`config.mk`:
```
export PLATFORM = sky130hd
export DESIGN_NAME = ls165_reader
export DESIGN_NICKNAME = d
export VERILOG_FILES = /design/src/rtl/ls165_reader.sv
export SDC_FILE = /design/constraint.sdc
export NUM_CORES = 1
export LEC_CHECK = 0
export ABC_AREA = 1
export CAP_MARGIN = 20
export CORE_MARGIN = 5
export CORE_UTILIZATION = 50
export DETAILED_ROUTE_END_ITERATION = 10
export HOLD_SLACK_MARGIN = 0.1
export PLACE_DENSITY = 0.76
export RECOVER_POWER = 50
export SLEW_MARGIN = 20
export SYNTH_ARGS = -nofsm -noshare
export SYNTH_HDL_FRONTEND = slang
export SYNTH_SLANG_ARGS = --single-unit
```
`constraint.sdc`:
```
create_clock -name cp -period 1.85 [get_ports cp]
set_clock_uncertainty 0.15 [all_clocks]
set_input_delay 0.185 -clock cp [delete_from_list [all_inputs] [get_ports cp]]
set_output_delay 0.185 -clock cp [all_outputs]
set_load 0.02 [all_outputs]
```
`src/rtl/ls165_reader.sv`:
```
// ls165_reader: drives an external 8-bit PISO shift register (74HC165-style)
// and hands each captured byte downstream over a valid/ready port.
// The shift register is clocked by the same cp; this block controls it
// through the active-low parallel load (pl_) and the clock inhibit (inh).
// Every output comes straight from a flop, so no input reaches an output
// through combinational logic.

module ls165_reader #(
    parameter bit MSB_FIRST = 1'b1,
    parameter bit AUTO      = 1'b0
) (
    input  logic       cp,
    input  logic       mr,
    input  logic       start,
    input  logic       ser_in,
    input  logic       drdy,
    output logic       pl_,
    output logic       inh,
    output logic [7:0] dout,
    output logic       dvalid,
    output logic       busy,
    output logic       ovr
);

    typedef enum logic [1:0] {
        IDLE  = 2'd0,
        LOAD  = 2'd1,
        SHIFT = 2'd2
    } state_t;

    state_t     state;
    logic [2:0] cnt;
    logic [7:0] asm_reg;
    logic [7:0] shifted;
    logic       complete;

    // The byte as it will look once the current ser_in sample is included.
    // The first sample is stage 7, so MSB-first shifts left and LSB-first
    // shifts right.
    always_comb begin
        shifted = 8'h00;
        if (MSB_FIRST) begin
            shifted = {asm_reg[6:0], ser_in};
        end else begin
            shifted = {ser_in, asm_reg[7:1]};
        end
        complete = (state == SHIFT) && (cnt == 3'd7);
    end

    // Capture sequencer plus output handshake, all registered.
    always_ff @(posedge cp or posedge mr) begin
        if (mr) begin
            state   <= IDLE;
            cnt     <= 3'd0;
            asm_reg <= 8'h00;
            pl_     <= 1'b1;
            inh     <= 1'b1;
            busy    <= 1'b0;
            dout    <= 8'h00;
            dvalid  <= 1'b0;
            ovr     <= 1'b0;
        end else begin
            case (state)
                IDLE: begin
                    if (start || AUTO) begin
                        state <= LOAD;
                        pl_   <= 1'b0;
                        inh   <= 1'b1;
                        busy  <= 1'b1;
                    end
                end
                LOAD: begin
                    state <= SHIFT;
                    cnt   <= 3'd0;
                    pl_   <= 1'b1;
                    inh   <= 1'b0;
                end
                SHIFT: begin
                    asm_reg <= shifted;
                    cnt     <= cnt + 3'd1;
                    if (cnt == 3'd7) begin
                        state <= IDLE;
                        inh   <= 1'b1;
                        busy  <= 1'b0;
                    end
                end
                default: begin
                    state <= IDLE;
                    pl_   <= 1'b1;
                    inh   <= 1'b1;
                    busy  <= 1'b0;
                end
            endcase

            // A finished byte is only accepted when the output slot is free
            // or being emptied on this same edge; otherwise it is dropped
            // and the sticky overrun flag records the loss.
            if (complete) begin
                if (!dvalid || drdy) begin
                    dout   <= shifted;
                    dvalid <= 1'b1;
                end else begin
                    ovr <= 1'b1;
                end
            end else if (dvalid && drdy) begin
                dvalid <= 1'b0;
            end
        end
    end

endmodule

```
==> results.toml <==
[synth]
yosys.area_share.simple_pct = 14.5
synth_cells = 108
synthAdderAreaFrac_pct = 5.79
synth-xor-area-share_pct = 0
syn_nets = 118
ys_warn_count = 0
ys_ff_latch = 25
syn_avg_cell_area_sq_um = 10.0
ys_types = 17
synth_area_sq_mm = 0.00108
synth_compound_area_share_pct = 12.9
synth_top_family_by_area = "simple AND/OR/NAND/NOR gates"
seq_area_frac_synth_pct = 58.2
muxShareOfSynthArea_pct = 0

[timing]
period_share_pct = 89.9
drv_slew = 0
setup_viol = 0
hold_viol_final = 0
min_period_ps = 1660
tns_ps = 0
fmax_mhz = 601
tightest_slew_ps = 607
rsz0062_at_grt = "false"
maxSlewHeadroom_pct = 59.6

[layout]
syn2layout_area_growth_pct = 21.2
largest_reg_flops = 8
final_nets = 140
drive_gt1_share_pct = 14.0
fin_area_sq_mm = 0.00131
final_util_pct = 65.4
num_antenna_cells = 0
finalNonFillerCells = 156

[route]
first_pass_iters = 4
vias = 761
drtAntennaViolNets = 0
wire_per_inst_um = 11.0
drc = 0
via_per_inst = 4.88
routed_wl_um = 1710
dr.first_iter.drc_count = 13

[cts]
cts_root_buf = "clkbuf_4"
cts-buffers-inserted = 3
clkTransAtPathRegs_ps = 140
cts_buffer_depth = 2
cts_tree = "yes"
cts_sinks = 25
htree_levels = 1
clk_latency_ps = 320
post_cts_buffers = 0

[worst_hold_path]
hold_path_end = "asm_reg[0]$_DFFE_PP0P_"
hp-start = "ser_in"
worstHoldPathCells = 3
hp-class = "in2reg"

[power_and_ir_drop]
power.switching_uw = 549
p_per_area_mw_per_mm2 = 1160
ir_worst_vdd_mv = 0.785
p_int_uw = 968
p_clk_share_pct = 16.2
seqPwrFrac_pct = 50.8
comb_power_share_pct = 33.0
swShare_pct = 36.2
p_leak_nw = 0.639

[placement]
portBuffers = 17
placed_cell_area_sq_mm = 0.00127
dp_cells = 151
gp_congestion = 0.754
place_hpwl_um = 1280

[floorplanning]
die_height_um = 56.5
die_w_um = 56.5
core.rowCount = 16
boundaryPins = 18
start_util_pct = 53.9
die_area_sq_mm = 0.00319
core_sq_mm = 0.00200

[worst_setup_path]
slowest_stage = "clkdlybuf4s50_1"
cpLargestDelayFamily = "buffers and inverters"
r2r_cells = 7
cp_cell_sequence = "clkdlybuf4s50_1"
max_stage_delay_ps = 610
timing.rr.start = "state[0]$_DFFE_PP0P_"
path_buf_inv = 1
crit_path_end_kind = "primary output"
cp.arrival_ps = 1330
crit_type = "reg2out"
cp.required_ps = 1510
cp-start-kind = "register"
rr_endpoint = "dout[7]$_DFFE_PP0P_"
crit_fanout = 2
r2r_slack_ps = 270

[grt]
grt_start_max_net_pins = 26
antenna_found_initial = 0
grt_usage_pct = 12.2
grt_pass1_wl_um = 3040
first_global_vias = 750
grt_overflow = 0

[outcome]
status = "complete, no violations"

[flow_run]
cap_violations = 0
==> Yosys cell counts <==
master / n / area, sq um
inv_1: 16 / 60.1
nand2_2: 2 / 12.5
nand4_1: 1 / 6.26
nand2_1: 27 / 101
nand2_4: 1 / 11.3
nand3_1: 5 / 25.0
o21ai_1: 1 / 5.00
dfstp_2: 2 / 52.6
o21ai_2: 7 / 61.3
ha_1: 5 / 62.6
o21bai_1: 1 / 7.51
o21ai_0: 11 / 55.1
dfrtp_1: 23 / 576
buf_6: 2 / 22.5
buf_4: 1 / 7.51
a21oi_1: 2 / 10.0
inv_2: 1 / 3.75
==> worst max path at each step <==
stage               cells past startpoint  slack, ps                  from                  end
floorplan                               8        410    cnt[0]$_DFFE_PP0P_  dout[1]$_DFFE_PP0P_
global placement                        7        380  state[0]$_DFFE_PP0P_  dout[1]$_DFFE_PP0P_
detailed placement                      7        330  state[0]$_DFFE_PP0P_  dout[1]$_DFFE_PP0P_
CTS                                     1         30       inh$_DFFE_PP1P_                  inh
global route                            1        150   dout[1]$_DFFE_PP0P_              dout[1]
finish                                  1        190   dout[1]$_DFFE_PP0P_              dout[1]
==> cell usage in the layout, fill, tap and decap left out <==
master,count
inv_2,1
o21ai_2,7
inv_1,16
clkdlybuf4s50_1,14
dlygate4sd3_1,2
clkbuf_2,1
dfstp_2,2
nand2_2,1
buf_4,1
dfrtp_1,23
nand2_1,28
nand3_1,5
a21oi_1,2
clkbuf_4,3
ha_1,5
nand2_4,1
o21bai_1,1
nand4_1,1
o21ai_0,12
dlymetal6s2s_1,2
clkinvlp_4,1
==> routing by layer <==
layer / vias up / part of all wire, % / GRT usage (%)
met3: 7 / 4.2 / 2.29
met2: 22 / 48 / 20.5
li1: 388 / - / -
met4: 0 / 2.7 / 8.14
met1: 344 / 45 / 13.8
met5: - / 0 / 0
==> what timing repair did <==
item | in CTS | in global routing
endpoints found under the setup margin | 0 | 2
hold endpoints to repair | 23 | 0
gates resized for setup | 0 | 2
hold buffers | 1 | 0
==> cell families (layout without fill, tap and decap cells) <==
family	after synthesis	in the layout
DFF	25	25
buffers and inverters	20	41
AOI/OAI and AO/OA	22	22
and+or+nand+nor	36	36
adders and majority gates	5	5
==> area by class of cell <==
| cell class | instances | area, sq um |
|---|---|---|
| Fill cell | 174 | 693 |
| Clock inverter | 1 | 7.51 |
| Inverter | 17 | 63.8 |
| Multi-Input combinational cell | 63 | 355 |
| Tap cell | 27 | 33.8 |
| Sequential cell | 25 | 628 |
| Clock buffer | 3 | 22.5 |
| Timing Repair Buffer | 20 | 198 |
==> power by group through the flow <==
stage | Clock, mW | Sequential [mW] | Combinational, mW
final | 0.246 | 0.770 | 0.500
after detailed placement | 0 | 0.785 | 0.512
after floorplan | 0 | 0.813 | 0.335
after global placement | 0 | 0.778 | 0.493
after global routing | 0.281 | 0.785 | 0.576
after CTS | 0.257 | 0.772 | 0.517
==> per-stage QoR <==
| stage | hold WS [ps] | worst slack [ps] | total power, mW |
|---|---|---|---|
| after floorplan | 60.8 | 413 | 1.15 |
| after global placement | 304 | 379 | 1.27 |
| after detailed placement | 311 | 327 | 1.30 |
| after CTS | 310 | 31.1 | 1.55 |
| after global routing | 320 | 145 | 1.64 |
| final | 306 | 187 | 1.52 |
Note: power is estimated with default switching activity, not from simulation.
